==> config.mk <==
export PLATFORM = sky130hd
export DESIGN_NAME = boot_loader
export DESIGN_NICKNAME = d
export VERILOG_FILES = /design/src/rtl/boot_loader_pkg.sv /design/src/rtl/boot_word_packer.sv /design/src/rtl/boot_loader.sv
export SDC_FILE = /design/constraint.sdc
export NUM_CORES = 1
export LEC_CHECK = 0
export ABC_AREA = 1
export CORE_MARGIN = 4
export CORE_UTILIZATION = 56
export DETAILED_ROUTE_END_ITERATION = 8
export PLACE_DENSITY = 0.8
export SYNTH_ARGS = -nofsm -noshare
export SYNTH_HDL_FRONTEND = slang
export SYNTH_SLANG_ARGS = --single-unit
==> constraint.sdc <==
create_clock -name clk -period 11.7 [get_ports clk]
set_input_delay 2.34 -clock clk [delete_from_list [all_inputs] [get_ports clk]]
set_output_delay 2.34 -clock clk [all_outputs]
set_load 0.03 [all_outputs]
==> src/rtl/boot_loader_pkg.sv <==
// boot_loader_pkg: shared state encoding and frame constants for the program loader
package boot_loader_pkg;
  typedef enum logic [2:0] {IDLE, LEN, DATA, CSUM, DONE, ERROR} state_t;
  localparam logic [7:0] BOOT_MAGIC = 8'hA5;
  localparam int LEN_BYTES = 4;
endpackage

==> src/rtl/boot_word_packer.sv <==
// boot_word_packer: little-endian byte-lane buffer with strobe accumulation and clear-on-issue
module boot_word_packer (
  input  logic        clk,
  input  logic        reset,
  input  logic        wr,
  input  logic [2:0]  lane,
  input  logic [7:0]  din,
  input  logic        clr,
  output logic [63:0] word,
  output logic [7:0]  strb
);
  always_ff @(posedge clk or posedge reset)
    if (reset) begin
      word <= '0;
      strb <= '0;
    end else if (clr) begin
      word <= '0;
      strb <= '0;
    end else if (wr) begin
      word[{lane, 3'b000} +: 8] <= din;
      strb[lane] <= 1'b1;
    end
endmodule

==> src/rtl/boot_loader.sv <==
// boot_loader: framed byte stream to 64-bit memory writes; holds the core in reset until the checksum verifies
module boot_loader
  import boot_loader_pkg::*;
#(
  parameter int              XLEN      = 64,
  parameter logic [XLEN-1:0] LOAD_BASE = 64'h8000_0000,
  parameter logic [31:0]     MAX_BYTES = 32'h0001_0000
) (
  input  logic            clk,
  input  logic            reset,
  input  logic            rx_valid,
  input  logic [7:0]      rx_data,
  output logic            rx_ready,
  output logic            mem_req_valid,
  input  logic            mem_req_ready,
  output logic [XLEN-1:0] mem_req_addr,
  output logic [63:0]     mem_req_wdata,
  output logic [7:0]      mem_req_wstrb,
  output logic            core_resetn,
  output logic            done,
  output logic            err
);
  state_t      state;
  logic [31:0] cnt, len;
  logic [7:0]  csum;
  logic        issue, last_w, chk, chk_ok;
  logic [63:0] word;
  logic [7:0]  strb;
  logic        acc, last, full;
  logic [31:0] n_next;
  assign acc    = rx_valid & rx_ready;
  assign n_next = {rx_data, len[31:8]};
  assign last   = cnt == len - 32'd1;
  assign full   = &cnt[2:0];
  boot_word_packer u_packer (
    .clk  (clk),
    .reset(reset),
    .wr   (acc && state == DATA),
    .lane (cnt[2:0]),
    .din  (rx_data),
    .clr  (issue),
    .word (word),
    .strb (strb)
  );
  // issue stages one cycle after the byte so the packer holds the completed word
  always_ff @(posedge clk or posedge reset)
    if (reset) begin
      state         <= IDLE;
      cnt           <= '0;
      len           <= '0;
      csum          <= '0;
      issue         <= 1'b0;
      last_w        <= 1'b0;
      chk           <= 1'b0;
      chk_ok        <= 1'b0;
      rx_ready      <= 1'b0;
      mem_req_valid <= 1'b0;
      mem_req_addr  <= '0;
      mem_req_wdata <= '0;
      mem_req_wstrb <= '0;
      core_resetn   <= 1'b0;
      done          <= 1'b0;
      err           <= 1'b0;
    end else begin
      case (state)
        IDLE: begin
          rx_ready <= 1'b1;
          if (acc && rx_data == BOOT_MAGIC) begin
            state <= LEN;
            cnt   <= '0;
            csum  <= '0;
          end
        end
        LEN: if (acc) begin
          len <= n_next;
          cnt <= cnt + 32'd1;
          if (cnt == 32'(LEN_BYTES - 1)) begin
            cnt <= '0;
            if (n_next > MAX_BYTES) begin
              state <= ERROR;
              err   <= 1'b1;
            end else state <= (n_next == '0) ? CSUM : DATA;
          end
        end
        DATA: begin
          if (mem_req_valid) begin
            if (mem_req_ready) begin
              mem_req_valid <= 1'b0;
              rx_ready      <= 1'b1;
              if (last_w) state <= CSUM;
            end
          end else if (issue) begin
            issue         <= 1'b0;
            mem_req_valid <= 1'b1;
            mem_req_wdata <= word;
            mem_req_wstrb <= strb;
          end else if (acc) begin
            csum <= csum ^ rx_data;
            cnt  <= cnt + 32'd1;
            if (full || last) begin
              issue        <= 1'b1;
              rx_ready     <= 1'b0;
              last_w       <= last;
              mem_req_addr <= LOAD_BASE + XLEN'({cnt[31:3], 3'b000});
            end
          end
        end
        CSUM: begin
          if (chk) begin
            chk         <= 1'b0;
            state       <= chk_ok ? DONE : ERROR;
            done        <= chk_ok;
            core_resetn <= chk_ok;
            err         <= !chk_ok;
            rx_ready    <= !chk_ok;
          end else if (acc) begin
            chk      <= 1'b1;
            chk_ok   <= rx_data == csum;
            rx_ready <= 1'b0;
          end
        end
        DONE: rx_ready <= 1'b0;
        ERROR: begin
          rx_ready <= 1'b1;
          if (acc && rx_data == BOOT_MAGIC) begin
            err   <= 1'b0;
            csum  <= '0;
            cnt   <= '0;
            state <= LEN;
          end
        end
        default: state <= IDLE;
      endcase
    end
endmodule
==> flow_summary.json <==
{
  "dpl.hpwl_um": 23100,
  "synth_enable_flop_cells": 0,
  "ff2ff_setup_slack_ns": 8.21,
  "max_freq_ghz": 0.206,
  "cp-end-kind": "flop",
  "ys_async_sr_fraction": 1.00,
  "avgViaCountPerCell": 5.58,
  "insertion_delay_ns": 0.54,
  "die_h_um": 158,
  "syn_to_final_growth_pct": 16.4,
  "netlist-cell-type-count": 48,
  "path_delay_family": "simple AND/OR/NAND/NOR gates",
  "ys.warnings.count": 0,
  "antenna_cells": 0,
  "critPathBufInv": 2,
  "worstRegToRegCells": 6,
  "cellPowerDensity_mw_per_mm2": 183,
  "p_leak_uw": 0.00665,
  "layout_commonest_cell": "nand2_1",
  "clockBufferDepth": 3,
  "io_pins": 153,
  "r2r_start": "cnt[26]",
  "final.setup.tns_ns": 0,
  "clock-sinks": 257,
  "period_minus_slack_ns": 4.85,
  "port_buffers": 118,
  "clk_pin_slew_ns": 0.06,
  "nets": 1631,
  "whs_endpoint": "mem_req_wdata[17]",
  "post_cts_buffers": 0,
  "hold_class": "flop to flop",
  "outcome": "finished clean",
  "die_area_mm2": 0.0249,
  "cts_hold_buf": 0,
  "min_path_cells": 2,
  "rsz0062_at_grt": "no",
  "wl_per_cell_um": 16.9,
  "vias": 10666,
  "rows": 54,
  "worstPathArrival_ns": 5.20,
  "min_from": "mem_req_wdata[17]",
  "synth-main-ff-cell": "dfrtp_1",
  "synthCells": 1512,
  "ant_nets": 0,
  "synth_area_mm2": 0.0126,
  "antenna_found_initial": 0,
  "first_pass_iters": 5,
  "grt_max_degree": 115,
  "worst_pin_slew_ns": 1.16,
  "core-area_mm2": 0.0220,
  "grt_pass1_vias": 10229,
  "path_class": "input port to flop",
  "ctsResizeCount": 0,
  "slowest_stage": "nor2_1",
  "post-route-drc-count": 0,
  "cp-start-kind": "input port",
  "final_cell_mix": "nand2_1, dfrtp_1, inv_1",
  "max_cap_viol_count": 0,
  "drive_gt1_frac": 0.0759,
  "htreeDepth": 1,
  "fin_hold_ws_ns": 0.467,
  "grt_overflow_total": 0,
  "setup_viol": 0,
  "drt-total-wl_um": 32300,
  "ir_drop_v": 0.000126,
  "cp_max_fo": 26,
  "clockRootBuffer": "clkbuf_16",
  "finalHoldViolations": 0,
  "finalCritPeriodShare": 0.414,
  "die_width_um": 158,
  "path_cells": "clkdlybuf4s50_1, nand2_1, inv_1, nand3_1, nand2_1, o21ai_1, nor2_1, nand2_2, nor2_1, nor3_1",
  "synth.avg_cell_area_um2": 8.30,
  "grt_util_all_layers": 0.261,
  "ys_seq_elements": 257,
  "drtIter0Drc": 887,
  "cts_buffers": 26,
  "grt_pass1_wl_um": 52600,
  "max_stage_delay_ns": 1.00,
  "start_util": 0.572,
  "gp_routability_congestion": 0.924,
  "maxSlewViolCount": 0,
  "fin_worst_skew_ns": 0.0177,
  "worstPathRequired_ns": 12.05,
  "cts_tree": "yes",
  "ys_seq_area_frac": 0.512,
  "maxSlewHeadroom": 0.214,
  "r2r-end": "cnt[29]"
}
==> how the worst max path moves through the flow <==
| stage | from | to | depth (start not counted) |
|---|---|---|---|
| floorplan | reset | chk | 1 |
| CTS | rx_valid | cnt[19] | 10 |
| global route | rx_valid | cnt[28] | 11 |
| detailed placement | rx_valid | cnt[19] | 10 |
| global placement | rx_valid | cnt[28] | 11 |
| finish | rx_valid | cnt[29] | 10 |
==> metrics by stage <==
| step | power (uW) | utilization | instance area [um2] | setup slack, ns | std cells |
|---|---|---|---|---|---|
| floorplan | 1670 | - | 12700 | 2.29 | 1545 |
| global placement | 1830 | 0.627 | 13800 | 6.47 | 1866 |
| detailed placement | 1840 | 0.627 | 13800 | 6.38 | 1866 |
| CTS | 2680 | 0.666 | 14600 | 6.95 | 1913 |
| global route | 2840 | 0.666 | 14600 | 6.66 | 1913 |
| finish | 2680 | 0.666 | 14600 | 6.85 | 1913 |
==> routing by layer <==
metal  vias up  track usage  wire, um
li1       5050            -         -
met1      5127        0.363     13700
met2       422        0.427     15500
met3        67       0.0375      2250
met4         0       0.0832       819
met5         -            0         0
==> synthesized netlist by cell type (3+ instances only) <==
cell type | number | area share
clkinv_1 | 4 | 0.0012
ha_1 | 5 | 0.0050
buf_4 | 36 | 0.022
o31ai_1 | 10 | 0.0060
nand2_2 | 25 | 0.012
nor3_1 | 31 | 0.012
xor2_1 | 13 | 0.0091
nand2_1 | 382 | 0.11
o21ai_1 | 5 | 0.0020
nor4_1 | 12 | 0.0060
xnor2_1 | 18 | 0.013
buf_6 | 6 | 0.0054
a21oi_1 | 36 | 0.014
inv_1 | 172 | 0.051
o21ai_0 | 111 | 0.044
nand3b_1 | 6 | 0.0036
o22ai_1 | 57 | 0.028
o21bai_1 | 3 | 0.0018
nand4_1 | 22 | 0.011
o32ai_1 | 3 | 0.0021
nor2_1 | 123 | 0.037
nand3_1 | 60 | 0.024
clkbuf_1 | 33 | 0.0099
nand2_4 | 3 | 0.0027
dfrtp_1 | 257 | 0.51
buf_2 | 4 | 0.0016
inv_2 | 8 | 0.0024
nor3b_1 | 5 | 0.0030
o21ai_2 | 30 | 0.021
buf_1 | 3 | 0.00090
nor2_2 | 5 | 0.0025
==> worst register-to-register path, stage by stage (launching register included) <==
cell	delay [ns]
dfrtp_1	0.47
nor4_1	0.59
nand3_1	0.31
o21ai_0	0.24
nand2_1	0.46
nor2_1	1.06
nor3_1	0.18
==> flip-flops by register name, indices dropped and copies added, names as in the netlist, 3 cells and up <==
signal         cells
cnt               32
csum               8
len               32
mem_req_addr      30
mem_req_wdata     64
mem_req_wstrb      8
state              3
u_packer.strb      8
u_packer.word     64
==> power breakdown <==
group | internal [uW] | total [uW] | switching [uW]
Sequential | 971 | 1090 | 121
Clock | 494 | 832 | 338
Combinational | 232 | 755 | 523
Total | 1700 | 2680 | 982
==> layout make-up <==
| type | instances | area [um2] |
|---|---|---|
| repair buffers | 123 | 1220 |
| clock buffers | 44 | 778 |
| inverters | 184 | 698 |
| multi-input cells | 1022 | 5060 |
| fillers | 1777 | 7340 |
| well taps | 280 | 350 |
| flip-flops and latches | 257 | 6430 |
| clock inverters | 3 | 76.3 |
==> kinds of logic after synthesis <==
family / share of synthesized area
XOR/XNOR: 0.0216
flip-flops: 0.512
adder cells (fa/ha/maj): 0.00498
AND/OR/NAND/NOR: 0.239
AO/OA/AOI/OAI: 0.126
multiplexers: 0.00179
other: 0.000299
buffers and inverters: 0.0943
Power figures use the tool's default switching activity.
